<file path="config.mk">
export PLATFORM = sky130hd
export DESIGN_NAME = cipher128
export DESIGN_NICKNAME = d
export VERILOG_FILES = /design/src/rtl/cipher128.sv
export SDC_FILE = /design/constraint.sdc
export NUM_CORES = 2
export LEC_CHECK = 0
export ABC_AREA = 1
export BUFFER_PORTS_ARGS = -buffer_cell sky130_fd_sc_hd__buf_2
export CORE_UTILIZATION = 25
export DETAILED_ROUTE_END_ITERATION = 16
export GPL_TIMING_DRIVEN = 0
export REMOVE_ABC_BUFFERS = 1
export SLEW_MARGIN = 5
export SYNTH_ARGS = -nofsm -noshare
export SYNTH_HDL_FRONTEND = slang
export SYNTH_SLANG_ARGS = --single-unit
</file>
<file path="constraint.sdc">
create_clock -name clk -period 4.6 [get_ports clk]
set_input_delay 0.46 -clock clk [delete_from_list [all_inputs] [get_ports clk]]
set_output_delay 0.46 -clock clk [all_outputs]
set_load 0.05 [all_outputs]
</file>
<file path="src/rtl/cipher128.sv">
// cipher128: iterative AES-128 encryption datapath, one round per clock.
// A start pulse captures plaintext and applies round key 0. Rounds 1..10 then
// consume one round key per cycle from the key schedule. The ciphertext is
// presented with a sticky done flag.
//
// Ports:
//   clk        in   system clock, rising edge
//   reset      in   asynchronous active-high reset
//   start      in   single-cycle pulse; captures plaintext, applies round key 0
//   plaintext  in   128-bit block, FIPS-197 byte order ([127:120] is byte 0)
//   roundKey   in   round key for the current cycle (key schedule output)
//   busy       out  high while rounds 1..10 are in progress
//   done       out  high after the final round; sticky until reset or start
//   ciphertext out  state register; valid while done is high
module cipher128 #(
    parameter int unsigned NR = 10
) (
    input  logic         clk,
    input  logic         reset,
    input  logic         start,
    input  logic [127:0] plaintext,
    input  logic [127:0] roundKey,
    output logic         busy,
    output logic         done,
    output logic [127:0] ciphertext
);

    localparam int unsigned BW = 128;
    localparam int unsigned RW = 4;

    // AES S-box; entry x lives at bits [8*(255-x)+7 -: 8].
    localparam logic [2047:0] SBOX_TBL = {
        128'h637c777bf26b6fc53001672bfed7ab76,
        128'hca82c97dfa5947f0add4a2af9ca472c0,
        128'hb7fd9326363ff7cc34a5e5f171d83115,
        128'h04c723c31896059a071280e2eb27b275,
        128'h09832c1a1b6e5aa0523bd6b329e32f84,
        128'h53d100ed20fcb15b6acbbe394a4c58cf,
        128'hd0efaafb434d338545f9027f503c9fa8,
        128'h51a3408f929d38f5bcb6da2110fff3d2,
        128'hcd0c13ec5f974417c4a77e3d645d1973,
        128'h60814fdc222a908846eeb814de5e0bdb,
        128'he0323a0a4906245cc2d3ac629195e479,
        128'he7c8376d8dd54ea96c56f4ea657aae08,
        128'hba78252e1ca6b4c6e8dd741f4bbd8b8a,
        128'h703eb5664803f60e613557b986c11d9e,
        128'he1f8981169d98e949b1e87e9ce5528df,
        128'h8ca1890dbfe6426841992d0fb054bb16
    };

    typedef enum logic [1:0] {
        IDLE  = 2'd0,
        ROUND = 2'd1,
        DONE  = 2'd2
    } state_t;

    state_t        state;
    state_t        state_nxt;
    logic [RW-1:0] rnd;
    logic [RW-1:0] rnd_nxt;
    logic [BW-1:0] st;
    logic [BW-1:0] st_nxt;

    logic [BW-1:0] sb_flat;     // SubBytes(st)
    logic [BW-1:0] sr_flat;     // ShiftRows(SubBytes(st))
    logic [BW-1:0] mc_flat;     // MixColumns(ShiftRows(SubBytes(st)))
    logic [BW-1:0] mid_round;
    logic [BW-1:0] last_round;

    // Shared S-box primitive: {~x, 3'b111} == 8*(255-x)+7.
    function automatic logic [7:0] sbox(input logic [7:0] x);
        return SBOX_TBL[{~x, 3'b111} -: 8];
    endfunction

    // Multiply by 2 in GF(2^8) modulo 0x11B.
    function automatic logic [7:0] xtime(input logic [7:0] b);
        return {b[6:0], 1'b0} ^ (b[7] ? 8'h1B : 8'h00);
    endfunction

    // SubBytes: 16 parallel S-box lookups, byte b at [127-8b -: 8].
    for (genvar b = 0; b < 16; b++) begin : g_sub
        assign sb_flat[BW-1-8*b -: 8] = sbox(st[BW-1-8*b -: 8]);
    end

    // ShiftRows then MixColumns; byte index is 4*col + row.
    for (genvar c = 0; c < 4; c++) begin : g_col
        logic [7:0] a0;
        logic [7:0] a1;
        logic [7:0] a2;
        logic [7:0] a3;

        for (genvar r = 0; r < 4; r++) begin : g_row
            // Row r rotates left by r columns.
            assign sr_flat[BW-1-8*(4*c+r) -: 8] = sb_flat[BW-1-8*(4*((c+r)%4)+r) -: 8];
        end

        assign a0 = sr_flat[BW-1-8*(4*c+0) -: 8];
        assign a1 = sr_flat[BW-1-8*(4*c+1) -: 8];
        assign a2 = sr_flat[BW-1-8*(4*c+2) -: 8];
        assign a3 = sr_flat[BW-1-8*(4*c+3) -: 8];

        // Each output byte is {2,3,1,1} rotated against the column.
        assign mc_flat[BW-1-8*(4*c+0) -: 8] = xtime(a0) ^ xtime(a1) ^ a1 ^ a2 ^ a3;
        assign mc_flat[BW-1-8*(4*c+1) -: 8] = a0 ^ xtime(a1) ^ xtime(a2) ^ a2 ^ a3;
        assign mc_flat[BW-1-8*(4*c+2) -: 8] = a0 ^ a1 ^ xtime(a2) ^ xtime(a3) ^ a3;
        assign mc_flat[BW-1-8*(4*c+3) -: 8] = xtime(a0) ^ a0 ^ a1 ^ a2 ^ xtime(a3);
    end

    assign mid_round  = mc_flat ^ roundKey;
    assign last_round = sr_flat ^ roundKey;

    // State, round counter and datapath registers.
    always_ff @(posedge clk or posedge reset) begin
        if (reset) begin
            state <= IDLE;
            rnd   <= '0;
            st    <= '0;
            busy  <= 1'b0;
            done  <= 1'b0;
        end else begin
            state <= state_nxt;
            rnd   <= rnd_nxt;
            st    <= st_nxt;
            busy  <= (state_nxt == ROUND);
            done  <= (state_nxt == DONE);
        end
    end

    // Next-state and datapath selection; start is only honoured outside ROUND.
    always_comb begin
        state_nxt = state;
        rnd_nxt   = rnd;
        st_nxt    = st;
        unique case (state)
            IDLE, DONE: begin
                if (start) begin
                    st_nxt    = plaintext ^ roundKey;
                    rnd_nxt   = RW'(1);
                    state_nxt = ROUND;
                end
            end
            ROUND: begin
                if (rnd == RW'(NR)) begin
                    st_nxt    = last_round;
                    state_nxt = DONE;
                end else begin
                    st_nxt  = mid_round;
                    rnd_nxt = rnd + RW'(1);
                end
            end
            default: begin
                state_nxt = IDLE;
            end
        endcase
    end

    assign ciphertext = st;

endmodule

</file>
== After elaboration in Yosys (flattened, before gate mapping) ==
Index checks and enable logic that the tools add are counted.
W data, S select, Z words.

* Bits of input ports: 259
* Output and inout port bits: 130
* Flip-flop bits (word level): 136

* Shift-type cells: 16
* Reduce and logical (&&, ||, !) cells: 5
* $add $sub $neg: 1
* Bitwise logic cells: 99
* Multiplexer cells: 25
* Equal/unequal tests: 7

{| class="wikitable"
|+ Operator list
! operator !! number
|-
| $shiftx A2055 B12 Y8 const A || 16
|-
| $xor A8 B8 Y8 || 64
|-
| $xor A128 B128 Y128 || 3
|-
| $mux W128 || 2
|-
| $pmux W128 S2 || 1
|-
| $not A8 Y8 || 16
|-
| $xor A8 B5 Y8 || 16
|-
| $mux W5 || 16
|-
| $mux W4 || 2
|-
| $pmux W4 S2 || 1
|-
| $add A4 B1 Y4 const B || 1
|-
| $eq A2 B1 Y1 const B || 2
|-
| $eq A2 B2 Y1 const B || 2
|-
| $eq A4 B4 Y1 const B || 1
|-
| $mux W2 || 2
|-
| $ne A2 B2 Y1 const B || 2
|-
| $pmux W2 S2 || 1
|-
| $reduce_and A3 Y1 || 1
|-
| $logic_not A2 Y1 || 1
|-
| $reduce_and A2 Y1 || 1
|-
| $reduce_bool A2 Y1 || 1
|-
| $reduce_or A2 Y1 || 1
|}

== Longest topological paths before layout ==
* Depth in word-level cells: 11
* Gate-level depth with buffers: 27
* Gate-level depth less buffers: 26

== Least setup slack after synthesis ==
Ideal clock, no wire load.

* Kind: flip-flop to flip-flop
* Start point: register st[89], in the netlist ciphertext[89]
* End point: register st[64], in the netlist ciphertext[64]
* Cell stages (with the launch flop): 22
* Period minus slack after synthesis: 3.372 ns
* Path slack: 1.228 ns
* Path buffers: 1
* Arrival time: 3.253 ns
* Data required time: 4.481 ns
* Library setup time: 0.119 ns
* Cells stage by stage: dfrtp_1 > inv_1 > ha_1 > inv_1 > nand2_1 > nand2_1 > o21ai_0 > nand2_1 > nand3_1 > nand3_1 > nand3_1 > nand2_1 > buf_2 > nand3_1 > nand2_1 > nand2_1 > nand3_1 > nand3_1 > nand2_1 > nand2_1 > nand3_1 > nand2_1

* Cells in the longest elaborated chain, start to end: 11

{| class="wikitable"
|+ Ends and longest elaborated chain
! item !! line !! text
|-
| start, declared || 61 || <nowiki>logic [BW-1:0] st;</nowiki>
|-
| start signal, assigned || 123 || <nowiki>st <= st_nxt;</nowiki>
|-
| $not A8 Y8 * || 72 || <nowiki>return SBOX_TBL[{~x, 3'b111} -: 8];</nowiki>
|-
| $shiftx A2055 B12 Y8 * || 72 ||
|-
| $mux W5 || 77 || <nowiki>return {b[6:0], 1'b0} ^ (b[7] ? 8'h1B : 8'h00);</nowiki>
|-
| $xor A8 B5 Y8 || 77 ||
|-
| $xor A8 B8 Y8 * (4 in a row) || 106 || <nowiki>assign mc_flat[BW-1-8*(4*c+3) -: 8] = xtime(a0) ^ a0 ^ a1 ^ a2 ^ xtime(a3);</nowiki>
|-
| $xor A128 B128 Y128 * || 109 || <nowiki>assign mid_round = mc_flat ^ roundKey;</nowiki>
|-
| $mux W128 * || 143 || <nowiki>if (rnd == RW'(NR)) begin</nowiki>
|-
| $pmux W128 S2 * || 134 || <nowiki>unique case (state)</nowiki>
|}

Every way passes the cells marked *; elsewhere a longest branch is shown, timed or not.
A chain may end at the register's enable or synchronous reset.

== Worst setup path after layout ==
* Start point: register st[121], in the netlist ciphertext[121]
* End point: register st[106], in the netlist ciphertext[106]

* Cells in the longest elaborated chain, start to end: 9

{| class="wikitable"
|+ Ends and longest elaborated chain
! item !! line !! text
|-
| $not A8 Y8 || 72 ||
|-
| $shiftx A2055 B12 Y8 || 72 ||
|-
| $xor A8 B8 Y8 (4 in a row) || 105 || <nowiki>assign mc_flat[BW-1-8*(4*c+2) -: 8] = a0 ^ a1 ^ xtime(a2) ^ xtime(a3) ^ a3;</nowiki>
|-
| $xor A128 B128 Y128 || 109 ||
|-
| $mux W128 || 143 ||
|-
| $pmux W128 S2 || 134 ||
|}

Every way passes these cells.

==> summary.md <==
| Metric | Value |
|---|---|
| Syn_area_per_cell | `4.666 sq um` |
| Critical path fanouts, max | `16` |
| CP endpoint kind | `register` |
| Yosys Warn Count | `0` |
| DR WL/cell | `24.35 um` |
| Status | `finished with violations` |
| Sequential-to-total area share from yosys stat | `0.05039` |
| EDFF count, synth | `0` |
| RD Place Congestion | `1.041` |
| Pre-antenna DRT Iters | `9` |
| Initial antenna violation count | `65` |
| CTS sink cnt | `136` |
| Die Height | `521.8 um` |
| Slew headroom | `-0.006113` |
| Library cells used by synthesis | `40` |
| GRT overflow | `0` |
| Hold Fails Final Rpt | `0` |
| Hold slack | `0.1123 ns` |
| Clock Latency Late Sink | `0.59 ns` |
| Clock Path Buffers | `2` |
| Clock skew | `0.03769 ns` |
| # setup viols final | `0` |
| Area Growth Syn to Fin | `8.029%` |
| Worst EP arrival | `4.97 ns` |
| Synth area leader | `nand2_1` |
| Crit path launch type | `register` |
| Synth area leaders | `nand2_1 35%, nand3_1 31%, dfrtp_1 5.0%` |
| Core area | `0.2684 sq mm` |
| Top Ports | `389` |
| Die area | `0.2722 sq mm` |
| Worst hold path class | `in -> reg` |
| Setup ws final | `0.09112 ns` |
| Worst Path Class, Setup | `reg -> reg` |
| Drt total wl | `431.2 mm` |
| Tmin final | `4.509 ns` |
| Cell count after synthesis | `14480` |
| Total global-route track usage | `0.2996` |
| Row count | `190` |
| Root buffer cell | `clkbuf_16` |
| Max cap viols | `1` |
| Die X | `521.8 um` |
| Via density per instance | `5.796` |
| Yosys top cell area share | `0.3544` |
| Max Transition Viols Final | `32` |
| Vias | `102600` |
| Most common cell in the synthesized netlist | `nand2_1` |
| # DRC | `0` |
| Failing checks | `capacitance limit, slew limit` |
| Largest net degree at the start of global routing | `97` |
| Starting Density | `0.2516` |
| Post-DP HPWL | `316.1 mm` |
| Synth cell count leaders | `6376 x nand2_1, 4172 x nand3_1, 734 x inv_1, 648 x nor2_1, 388 x o21ai_0` |
| First-pass GRT wire length | `621.2 mm` |
| Fin crit share | `0.9802` |
| Fraction of layout cells with a size suffix above 1 | `0.06288` |
| NumNets Final | `14600` |
| Setup WS pre-CTS | `-0.8613 ns` |
| H-tree depth | `4` |
| CP Data Required Time | `5.07 ns` |
| Worst Max-Slew Pin Slew | `1.509 ns` |
| Port-buffer cells | `388` |
| Clock slew at reported path FFs | `0.09 ns` |
| Num CTS Buffers | `17` |
| Ys flop type | `dfrtp_1` |
| DRT iter0 DRCs | `16410` |
| Vias in the first global route | `90360` |
| Highest Clock Rate | `221.8 MHz` |
| Detail Route Antenna Nets | `0` |
| Post-Syn Area | `0.06754 sq mm` |
| FF+latch count, synth | `136` |
| CTS tree | `yes` |
| Synth async-reset ratio | `1.000` |
## metrics by stage
| stage | area (sq um) | TNS, ns | utilization | std cells |
|---|---|---|---|---|
| 6_report | 72960 | 0 | 0.2718 | 17710 |
| 5_1_grt | 72920 | -0.02416 | 0.2717 | 17690 |
| 4_1_cts | 72320 | 0 | 0.2695 | 17640 |
| 3_5_place_dp | 71530 | -50.92 | 0.2665 | 17590 |
| 3_3_place_gp | 69770 | -3616.03 | 0.2600 | 17520 |
| 2_1_floorplan | 63390 | -697.17 | - | 13580 |
## cell families (layout without fill, tap and decap cells)
logic type / count (synthesis) / in the layout / synth area share
xor gates and xnor gates: 14 / 14 / 0.001815
buffers and inverters: 1696 / 1343 / 0.1058
other: 0 / 32 / 0
adders and majority gates: 229 / 229 / 0.04242
DFF: 136 / 136 / 0.05039
and+or+nand+nor: 11370 / 11370 / 0.7162
AOI/OAI and AO/OA: 1029 / 1029 / 0.08333
## layer usage
layer  share of wire  vias to the layer above  GRT usage  wire [um]
li1                -                    47030          -          -
met1            0.40                    47130     0.3993     174300
met2            0.41                     7159     0.4437     178300
met3            0.12                     1265    0.06836      51340
met4           0.063                       54     0.1619      26960
met5         0.00078                        -          0        337
## final timing paths
kind                            startpoint  slack (ns)              end  cells past startpoint
setup / recovery           ciphertext[121]        0.09  ciphertext[106]                     18
hold / removal                       start        0.11           rnd[2]                      2
setup reg to reg           ciphertext[121]        0.09  ciphertext[106]                     18
hold reg to reg                     rnd[3]        0.47           rnd[3]                      1
max in group asynchronous            reset        2.99   ciphertext[67]                      4
min in group asynchronous            reset        0.51   ciphertext[99]                      3
## cell usage in the layout, fill, tap and decap left out, drive strengths merged, types with 21 or more instances in the layout
cell,instances
ha,229
clkinv,24
nand3,4173
nand4,43
a21oi,380
a31oi,21
o211ai,122
clkinvlp,30
buf,508
inv,761
diode,32
nor2,653
dfrtp,136
nand3b,23
o22ai,77
o21ai,415
nand2,6457
## area by class of cell
type	instances	area (sq um)
clock buffer	19	442.9
timing repair inverter	5	32.53
antenna	32	80.08
fill	31910	195400
sequential	136	3598
timing repair buffer	509	3949
tap	3552	4444
clock inverter	13	96.34
multi-input combinational	12640	57160
inverter	797	3159
## worst max-delay path, cell delays in order, from the launching register on
cell and delay, ns:
dfrtp_2 0.67, clkinvlp_4 0.32, ha_1 0.52, inv_1 0.15, nand2_1 0.30, nand2_1 0.30, nand3_1 0.14, nand3_1 0.10
nand2_1 0.11, nand2_1 0.05, nand3_1 0.11, nand2_1 0.27, xnor2_1 0.40, nand3_1 0.11, nand3_1 0.18, nand2_1 0.07
nand2_1 0.06, nand3_1 0.33, o21ai_0 0.19
## repair_timing
| action | 4_1_cts | 5_1_grt |
|---|---|---|
| endpoints found under the hold margin | 30 | 0 |
| gates cloned | 3 | 2 |
| setup endpoints to repair | 127 | 106 |
| pin swaps | 0 | 1 |
| setup buffers | 7 | 37 |
| resized for setup | 82 | 89 |
| hold buffers | 1 | 0 |
## registers in the layout, indices dropped and copies added (netlist names)
register,flops
ciphertext,128
rnd,4
done,1
busy,1
state,2
Power is left out: the tool's default activity adds up to more than one toggle a clock period on the data nets, which glitch-free logic cannot reach.
